[src/rtl/operand_fetch_ctrl_if.sv]
// operand_fetch_ctrl_if: command, operand-memory, ALU and result buses of the operand fetch controller
interface operand_fetch_ctrl_if #(
  parameter int DATA_W = 16,
  parameter int ADDR_W = 4,
  parameter int OP_W = 3
);
  logic cmd_valid;
  logic cmd_ready;
  logic [OP_W-1:0] cmd_op;
  logic [ADDR_W-1:0] cmd_addr1;
  logic [ADDR_W-1:0] cmd_addr2;
  logic [ADDR_W-1:0] operand1_addr;
  logic [DATA_W-1:0] operand1_value;
  logic [ADDR_W-1:0] operand2_addr;
  logic [DATA_W-1:0] operand2_value;
  logic alu_start;
  logic [OP_W-1:0] alu_op;
  logic [DATA_W-1:0] alu_a;
  logic [DATA_W-1:0] alu_b;
  logic alu_done;
  logic [DATA_W-1:0] alu_result;
  logic res_valid;
  logic res_ready;
  logic [DATA_W-1:0] res_data;
  logic err;
  logic busy;
  logic [15:0] ops_done;
  modport master (
    input cmd_valid, cmd_op, cmd_addr1, cmd_addr2, operand1_value, operand2_value,
          alu_done, alu_result, res_ready,
    output cmd_ready, operand1_addr, operand2_addr, alu_start, alu_op, alu_a, alu_b,
           res_valid, res_data, err, busy, ops_done
  );
  modport slave (
    output cmd_valid, cmd_op, cmd_addr1, cmd_addr2, operand1_value, operand2_value,
           alu_done, alu_result, res_ready,
    input cmd_ready, operand1_addr, operand2_addr, alu_start, alu_op, alu_a, alu_b,
          res_valid, res_data, err, busy, ops_done
  );
endinterface

[src/rtl/operand_fetch_ctrl.sv]
// operand_fetch_ctrl: fetches two operands, launches the ALU and returns its result; OPCTRL_TIMEOUT_EN adds an ALU watchdog
module operand_fetch_ctrl #(
  parameter int DATA_W = 16,
  parameter int ADDR_W = 4,
  parameter int OP_W = 3,
  parameter int TIMEOUT_CYCLES = 64
) (
  input logic clk,
  input logic rst,
  operand_fetch_ctrl_if.master bus
);
  typedef enum logic [2:0] {IDLE, FETCH, ISSUE, WAIT, RESP} state_t;
  state_t state, state_nxt;
  logic [OP_W-1:0] op_r;
  logic [ADDR_W-1:0] addr1_r, addr2_r;
  logic [DATA_W-1:0] a_r, b_r, res_r;
  logic err_r;
  logic [15:0] ops_done_r;
  logic tmo;
`ifdef OPCTRL_TIMEOUT_EN
  localparam int CW = $clog2(TIMEOUT_CYCLES + 1);
  logic [CW-1:0] cnt;
  // watchdog counts WAIT cycles; held at zero elsewhere so it starts clean on every WAIT entry
  always_ff @(posedge clk or posedge rst)
    if (rst) cnt <= '0;
    else cnt <= state == WAIT ? cnt + 1'b1 : '0;
  assign tmo = state == WAIT && !bus.alu_done && cnt == CW'(TIMEOUT_CYCLES - 1);
`else
  assign tmo = 1'b0;
`endif
  // state register
  always_ff @(posedge clk or posedge rst)
    if (rst) state <= IDLE;
    else state <= state_nxt;
  // next-state: single command in flight, no bypass from RESP to a new command
  always_comb begin
    state_nxt = state;
    case (state)
      IDLE: if (bus.cmd_valid) state_nxt = FETCH;
      FETCH: state_nxt = ISSUE;
      ISSUE: state_nxt = WAIT;
      WAIT: if (bus.alu_done || tmo) state_nxt = RESP;
      RESP: if (bus.res_ready) state_nxt = IDLE;
      default: state_nxt = IDLE;
    endcase
  end
  // datapath registers: command capture, operand latch, result capture, handshake counter
  always_ff @(posedge clk or posedge rst)
    if (rst) begin
      op_r <= '0;
      addr1_r <= '0;
      addr2_r <= '0;
      a_r <= '0;
      b_r <= '0;
      res_r <= '0;
      err_r <= 1'b0;
      ops_done_r <= '0;
    end else begin
      if (state == IDLE && bus.cmd_valid) begin
        op_r <= bus.cmd_op;
        addr1_r <= bus.cmd_addr1;
        addr2_r <= bus.cmd_addr2;
      end
      if (state == FETCH) begin
        a_r <= bus.operand1_value;
        b_r <= bus.operand2_value;
      end
      if (state == WAIT && (bus.alu_done || tmo)) begin
        res_r <= bus.alu_done ? bus.alu_result : '0;
        err_r <= !bus.alu_done;
      end
      if (state == RESP && bus.res_ready) ops_done_r <= ops_done_r + 16'd1;
    end
  assign bus.cmd_ready = state == IDLE;
  assign bus.busy = state != IDLE;
  assign bus.alu_start = state == ISSUE;
  assign bus.res_valid = state == RESP;
  assign bus.operand1_addr = addr1_r;
  assign bus.operand2_addr = addr2_r;
  assign bus.alu_op = op_r;
  assign bus.alu_a = a_r;
  assign bus.alu_b = b_r;
  assign bus.res_data = res_r;
  assign bus.err = err_r;
  assign bus.ops_done = ops_done_r;
endmodule

[src/flat_wrapper.sv]
// flat-port wrapper written by rule: the top's interface ports become plain ports
module operand_fetch_ctrl_flat 
#(
  parameter int DATA_W = 16,
  parameter int ADDR_W = 4,
  parameter int OP_W = 3,
  parameter int TIMEOUT_CYCLES = 64
)
  (clk, rst, bus_cmd_valid, bus_cmd_op, bus_cmd_addr1, bus_cmd_addr2, bus_operand1_value, bus_operand2_value, bus_alu_done, bus_alu_result, bus_res_ready, bus_cmd_ready, bus_operand1_addr, bus_operand2_addr, bus_alu_start, bus_alu_op, bus_alu_a, bus_alu_b, bus_res_valid, bus_res_data, bus_err, bus_busy, bus_ops_done);
  operand_fetch_ctrl_if #(.DATA_W(DATA_W), .ADDR_W(ADDR_W), .OP_W(OP_W)) bus_i ();
  input logic clk;
  input logic rst;
  input wire logic [$bits(bus_i.cmd_valid)-1:0] bus_cmd_valid;
  input wire logic [$bits(bus_i.cmd_op)-1:0] bus_cmd_op;
  input wire logic [$bits(bus_i.cmd_addr1)-1:0] bus_cmd_addr1;
  input wire logic [$bits(bus_i.cmd_addr2)-1:0] bus_cmd_addr2;
  input wire logic [$bits(bus_i.operand1_value)-1:0] bus_operand1_value;
  input wire logic [$bits(bus_i.operand2_value)-1:0] bus_operand2_value;
  input wire logic [$bits(bus_i.alu_done)-1:0] bus_alu_done;
  input wire logic [$bits(bus_i.alu_result)-1:0] bus_alu_result;
  input wire logic [$bits(bus_i.res_ready)-1:0] bus_res_ready;
  output wire logic [$bits(bus_i.cmd_ready)-1:0] bus_cmd_ready;
  output wire logic [$bits(bus_i.operand1_addr)-1:0] bus_operand1_addr;
  output wire logic [$bits(bus_i.operand2_addr)-1:0] bus_operand2_addr;
  output wire logic [$bits(bus_i.alu_start)-1:0] bus_alu_start;
  output wire logic [$bits(bus_i.alu_op)-1:0] bus_alu_op;
  output wire logic [$bits(bus_i.alu_a)-1:0] bus_alu_a;
  output wire logic [$bits(bus_i.alu_b)-1:0] bus_alu_b;
  output wire logic [$bits(bus_i.res_valid)-1:0] bus_res_valid;
  output wire logic [$bits(bus_i.res_data)-1:0] bus_res_data;
  output wire logic [$bits(bus_i.err)-1:0] bus_err;
  output wire logic [$bits(bus_i.busy)-1:0] bus_busy;
  output wire logic [$bits(bus_i.ops_done)-1:0] bus_ops_done;
  assign bus_i.cmd_valid = bus_cmd_valid;
  assign bus_i.cmd_op = bus_cmd_op;
  assign bus_i.cmd_addr1 = bus_cmd_addr1;
  assign bus_i.cmd_addr2 = bus_cmd_addr2;
  assign bus_i.operand1_value = bus_operand1_value;
  assign bus_i.operand2_value = bus_operand2_value;
  assign bus_i.alu_done = bus_alu_done;
  assign bus_i.alu_result = bus_alu_result;
  assign bus_i.res_ready = bus_res_ready;
  assign bus_cmd_ready = bus_i.cmd_ready;
  assign bus_operand1_addr = bus_i.operand1_addr;
  assign bus_operand2_addr = bus_i.operand2_addr;
  assign bus_alu_start = bus_i.alu_start;
  assign bus_alu_op = bus_i.alu_op;
  assign bus_alu_a = bus_i.alu_a;
  assign bus_alu_b = bus_i.alu_b;
  assign bus_res_valid = bus_i.res_valid;
  assign bus_res_data = bus_i.res_data;
  assign bus_err = bus_i.err;
  assign bus_busy = bus_i.busy;
  assign bus_ops_done = bus_i.ops_done;
  operand_fetch_ctrl #(.DATA_W(DATA_W), .ADDR_W(ADDR_W), .OP_W(OP_W), .TIMEOUT_CYCLES(TIMEOUT_CYCLES)) u_core (.clk(clk), .rst(rst), .bus(bus_i));
endmodule
[config.mk]
export PLATFORM = sky130hd
export DESIGN_NAME = operand_fetch_ctrl_flat
export DESIGN_NICKNAME = d
export VERILOG_FILES = /design/src/rtl/operand_fetch_ctrl_if.sv /design/src/rtl/operand_fetch_ctrl.sv /design/src/flat_wrapper.sv
export SDC_FILE = /design/constraint.sdc
export NUM_CORES = 1
export LEC_CHECK = 0
export ABC_AREA = 1
export CAP_MARGIN = 30
export CORE_AREA = 8 8 102 104
export CTS_BUF_LIST = sky130_fd_sc_hd__clkbuf_8
export DETAILED_ROUTE_END_ITERATION = 6
export DIE_AREA = 0 0 110 112
export GPL_TIMING_DRIVEN = 0
export PLACE_DENSITY = 0.77
export SKIP_CTS_REPAIR_TIMING = 1
export SYNTH_ARGS = -nofsm -noshare
export SYNTH_HDL_FRONTEND = slang
export SYNTH_SLANG_ARGS = --single-unit
[constraint.sdc]
create_clock -name clk -period 2.2 [get_ports clk]
set_clock_uncertainty 0.15 [all_clocks]
set_input_delay 0.22 -clock clk [delete_from_list [all_inputs] [get_ports clk]]
set_output_delay 0.22 -clock clk [all_outputs]
set_load 0.01 [all_outputs]
==> flow_summary.yaml, run 1 <==
floorplan:
  initial_core_util_pct: 37.7
  dieArea_um2: 12300
  core-area_um2: 8890
  die_w_um: 110
  rows: 35
  ios: 144
  die_h_um: 112
timing:
  finalSetupViolations: 0
  layout_min_cycle_time_ns: 2.04
  relSlewSlack_pct: 69.6
  fin_crit_sh_pct: 92.7
  finalHoldViolCount: 0
  tns_ns: 0
  drv_slew: 0
  tightestPinTransition_ns: 0.456
  rsz0062_at_grt: "false"
  hold_slack_ns: 0.0951
  fmax_mhz: 491
  worst_slack_ns: 0.161
cells_and_area:
  syn_to_final_growth_pct: 55.8
  layout_commonest_cell: "clkdlybuf4s50_1"
  antenna_cells: 0
  utilization_pct: 58.7
  final_cell_mix: "140 x clkdlybuf4s50_1, 137 x nand2_1, 78 x dfrtp_1, 55 x inv_1"
  final_area_um2: 5220
  fin_nets: 614
  post_route_cells_drive_above_1_share_pct: 7.58
  fin_cells: 665
synth:
  synthAdderAreaFrac_pct: 0.374
  synth-simple-area-share_pct: 25.3
  yosysUniqueCellTypes: 21
  syn_inst: 388
  syn_avg_cell_area_um2: 8.63
  synth_compound_area_share_pct: 5.08
  synth.area.mux_share_pct: 0
  netlist_area_um2: 3350
  synth_nets: 453
  yosys_warnings: 0
  synth_xor_area_share_pct: 1.57
  synth-seq-cells: 79
  yosysSeqAreaShare_pct: 59.0
  synth_top_family_by_area: "simple AND/OR/NAND/NOR gates"
placement:
  gp_congestion: 0.754
  port_buffers: 142
  placed_area_um2: 4950
  dp_slack_ns: 0.150
  dpl.hpwl_um: 7340
  dp.cells: 643
critical_path:
  worst_setup_path_end_kind: "output pin"
  crit_fanout: 4
  regToRegEndpoint: "u_core.bus.ops_done[15]$_DFFE_PP0P_"
  cp_slowest_cell: "clkdlybuf4s50_1"
  start_kind: "flip-flop"
  r2r-start: "u_core.state[1]$_DFFE_PP0P_"
  path_cells: "inv_1 > nand2_2 > nor2_1 > clkdlybuf4s50_1"
  cpPeakStageDelay_ns: 0.59
  r2r_slack_ns: 0.53
  ff2ff_path_depth: 6
  criticalPathCategory: "flip-flop to output pin"
  worstPathRequired_ns: 1.83
  cp.arrival_ns: 1.67
cts:
  clockBufferDepth: 2
  cts_tree: "yes"
  clk_pin_slew_ns: 0.09
  cts_max_level: 3
  cts_sinks: 79
  cts_buffers: 9
  root_buffer: "clkbuf_8"
  clock_latency_ns: 0.34
min_path:
  hp-class: "input port to asynchronous set/reset pin"
global_routing:
  grt_max_degree: 34
  grt-ovfl-total: 0
  grt_pass1_wl_um: 15300
  grt_usage_pct: 15.4
  grt_pass1_vias: 3138
  antenna_found_initial: 0
power_and_ir_drop:
  peakVddDrop_uv: 752
  p_leak_nw: 2.60
  power_per_cell_area_nw_per_um2: 1210
  power.total_mw: 6.34
routing:
  drtIter0Drc: 120
  vias: 3059
  ant_nets: 0
  wl_per_cell_um: 13.9
  via_per_inst: 4.60
  drt-total-wl_um: 9260
  drcViolationCount: 0
  drtPass1Iterations: 4
job:
  max_cap_viol_count: 0
outcome:
  outcome: "complete, no violations"
worst max-delay path by stage:
stage	start	to	cells past startpoint
global placement	rst	u_core.bus.operand2_addr[2]$_DFFE_PP0P_	2
floorplan	u_core.state[2]$_DFFE_PP0P_	bus_busy	5
global route	u_core.state[1]$_DFFE_PP0P_	bus_res_valid	4
detailed placement	u_core.state[2]$_DFFE_PP0P_	bus_cmd_ready	5
finish	u_core.state[2]$_DFFE_PP0P_	bus_alu_start	4
CTS	u_core.state[2]$_DFFE_PP0P_	bus_cmd_ready	5
critical path, delay by kind of cell (launching register included):
| kind | cells | cell delay [ns] |
|---|---|---|
| buffers and inverters | 2 | 0.68 |
| DFF | 1 | 0.43 |
| and+or+nand+nor | 2 | 0.22 |
layer usage:
layer | vias up | global-route usage, % | share of wire [%]
met4 | 0 | 4.32 | 1.0
met2 | 99 | 24.8 | 48
li1 | 1511 | - | -
met5 | - | 0 | 0
met3 | 10 | 7.39 | 12
met1 | 1439 | 17.6 | 39
where the power goes:
part	switching [mW]	total, mW	internal (mW)
clock	0.537	1.09	0.550
combinational	1.36	2.89	1.53
sequential	0.333	2.36	2.03
total	2.23	6.34	4.11
final cells by class:
class / count / area [um2]
well taps: 111 / 139
clock buffers: 10 / 138
clock inverters: 6 / 61.3
inverters: 57 / 218
plain buffers: 14 / 80.1
repair buffers: 150 / 1510
fillers: 785 / 3670
flip-flops and latches: 79 / 1980
multi-input cells: 238 / 1090
kinds of logic (layout without fill, tap and decap cells):
family | count (synthesis) | in the layout
simple gates | 197 | 197
fa+ha+maj | 1 | 1
buf+inv | 71 | 237
xor+xnor | 6 | 6
flops | 79 | 79
compound gates | 34 | 34
flip-flops by register name (all words and copies together), names as in the netlist:
name,cells
u_core.bus.res_data,16
u_core.bus.operand1_addr,4
u_core.bus.alu_a,16
u_core.bus.alu_b,16
u_core.bus.alu_op,3
u_core.bus.ops_done,16
u_core.state,3
u_core.bus.err,1
u_core.bus.operand2_addr,4
Yosys cell counts (all sizes together):
master	number	area, um2
nand4	2	12.5
nor2	14	65.1
nor3	1	16.3
xor2	4	35.0
inv	57	214
ha	1	12.5
clkbuf	6	22.5
nand3b	6	45.0
nand3	35	180
nand2	139	529
o21ai	34	170
buf	8	51.3
xnor2	2	17.5
dfrtp	79	1980
Note: power is estimated with default switching activity, not from simulation.
==> run 2, diff against run 1 <==
- CTS_CLUSTER_DIAMETER: unset -> 120
==> results of run 2 <==
No change in the layout: final DEF, timing and power equal those of run 1.
==> run 3, diff against run 2 <==
- GPL_TIMING_DRIVEN: 0 -> unset
==> flow_summary.yaml, run 3 (synthesis gave the netlist of run 1 again) <==
outcome:
  outcome: "complete, no violations"
power_and_ir_drop:
  p_leak_nw: 2.55
  p_clk_share_pct: 18.4
  combPwrFrac_pct: 43.6
  swShare_pct: 34.6
  peakVddDrop_uv: 760
  switchingPower_mw: 2.15
  p_int_mw: 4.06
  power_per_cell_area_nw_per_um2: 1220
  power_frac_seq_pct: 38.0
critical_path:
  crit_buf_inv: 2
  crit_fanout: 4
  start_kind: "flip-flop"
  cp.depth: 4
  regToRegEndpoint: "u_core.bus.operand2_addr[1]$_DFFE_PP0P_"
  cpPeakStageDelay_ns: 0.57
  criticalPathCategory: "flip-flop to output pin"
  r2r_slack_ns: 0.45
  cp_slowest_cell: "clkdlybuf4s50_1"
  ff2ff_path_depth: 7
  cp.arrival_ns: 1.74
  path_cells: "inv_1 > nand2_1 > nor2_2 > clkdlybuf4s50_1"
  worst_setup_path_end_kind: "output pin"
  critPathTopFamily: "buffers and inverters"
  worstPathRequired_ns: 1.83
  r2r-start: "u_core.state[2]$_DFFE_PP0P_"
cts:
  cts_buffers: 9
  clockBufferDepth: 2
  root_buffer: "clkbuf_8"
  cts_tree: "yes"
  cts_sinks: 79
  clock_latency_ns: 0.33
  clk_pin_slew_ns: 0.08
  cts_max_level: 3
global_routing:
  grt_usage_pct: 15.0
  grt_pass1_wl_um: 14900
  grt-ovfl-total: 0
  grt_max_degree: 66
  grt_pass1_vias: 3043
  antenna_found_initial: 0
cells_and_area:
  layout_commonest_cell: "clkdlybuf4s50_1"
  antenna_cells: 0
  post_route_cells_drive_above_1_share_pct: 5.38
  final_cell_mix: "143 x clkdlybuf4s50_1, 138 x nand2_1, 79 x dfrtp_1, 57 x inv_1, 34 x o21ai_0"
  syn_to_final_growth_pct: 52.7
  utilization_pct: 57.5
  fin_nets: 599
floorplan:
  dieArea_um2: 12300
  die_w_um: 110
  rows: 35
  ios: 144
  core-area_um2: 8890
  die_h_um: 112
  initial_core_util_pct: 37.7
timing:
  fmax_mhz: 474
  rsz0062_at_grt: "false"
  finalSetupViolations: 0
  relSlewSlack_pct: 64.4
  finalHoldViolCount: 0
  fin_crit_sh_pct: 95.8
  tightestPinTransition_ns: 0.535
  layout_min_cycle_time_ns: 2.11
  tns_ns: 0
  drv_slew: 0
routing:
  drcViolationCount: 0
  wl_per_cell_um: 13.7
  drt-total-wl_um: 8900
  drtPass1Iterations: 5
  ant_nets: 0
  vias: 2952
  drtIter0Drc: 84
  via_per_inst: 4.54
placement:
  port_buffers: 143
  gp_congestion: 0.800
  dpl.hpwl_um: 6900
job:
  max_cap_viol_count: 0
min_path:
  hp-class: "input port to asynchronous set/reset pin"
==> run 3: cell count changes in the layout (fill, tap and decap cells not counted), moves of 2 or more <==
cell	delta
buf_12	-2
buf_2	-4
buf_4	-2
buf_6	-2
clkbuf_1	-6
clkdlybuf4s50_1	+3
clkinv_4	+2
clkinvlp_4	-3
dlymetal6s2s_1	-2
inv_1	+2
==> run 3: metrics by stage <==
stage	hold slack [ns]	worst slack [ns]	cells	area (um2)	power, mW
floorplan	0.213	0.774	388	3350	3.57
global placement	0.304	0.461	634	4900	5.06
detailed placement	0.310	0.410	634	4900	5.15
CTS	0.222	0.0470	650	5110	6.34
global route	0.246	0.0142	650	5110	6.71
finish	0.223	0.0916	650	5110	6.22
==> run 3: area by class of cell <==
class	instances	area, um2
fill	815	3780
inverter	57	218
sequential	79	1980
clock buffer	9	124
multi-input combinational	238	1090
clock inverter	7	90.1
tap	111	139
timing repair buffer	149	1480
==> run 3: metal layers <==
metal	GRT usage, %	wire length (um)	share of wire, %
met5	0	0	0
met4	4.32	78	0.88
met3	6.53	980	11
met2	23.5	4180	47
met1	17.9	3660	41
==> run 3: how the worst max path moves through the flow <==
stage	start	to	slack, ns
floorplan	u_core.state[2]$_DFFE_PP0P_	bus_busy	0.77
global placement	bus_cmd_valid	u_core.bus.operand1_addr[1]$_DFFE_PP0P_	0.46
detailed placement	bus_cmd_valid	u_core.bus.operand1_addr[0]$_DFFE_PP0P_	0.41
CTS	u_core.state[2]$_DFFE_PP0P_	bus_cmd_ready	0.05
global route	u_core.state[2]$_DFFE_PP0P_	bus_cmd_ready	0.01
finish	u_core.state[2]$_DFFE_PP0P_	bus_cmd_ready	0.09
==> run 3: power groups by stage <==
| stage | clock (mW) | sequential (mW) | combinational [mW] |
|---|---|---|---|
| global route | 1.25 | 2.44 | 3.03 |
| floorplan | 0 | 2.61 | 0.964 |
| CTS | 1.19 | 2.37 | 2.78 |
| detailed placement | 0 | 2.39 | 2.76 |
| global placement | 0 | 2.36 | 2.70 |
| finish | 1.15 | 2.36 | 2.71 |
==> run 3: tightest hold or removal path, stage by stage <==
cell             delay (ns)
clkdlybuf4s50_1        0.44
clkinvlp_4             0.08
buf_4                  0.41
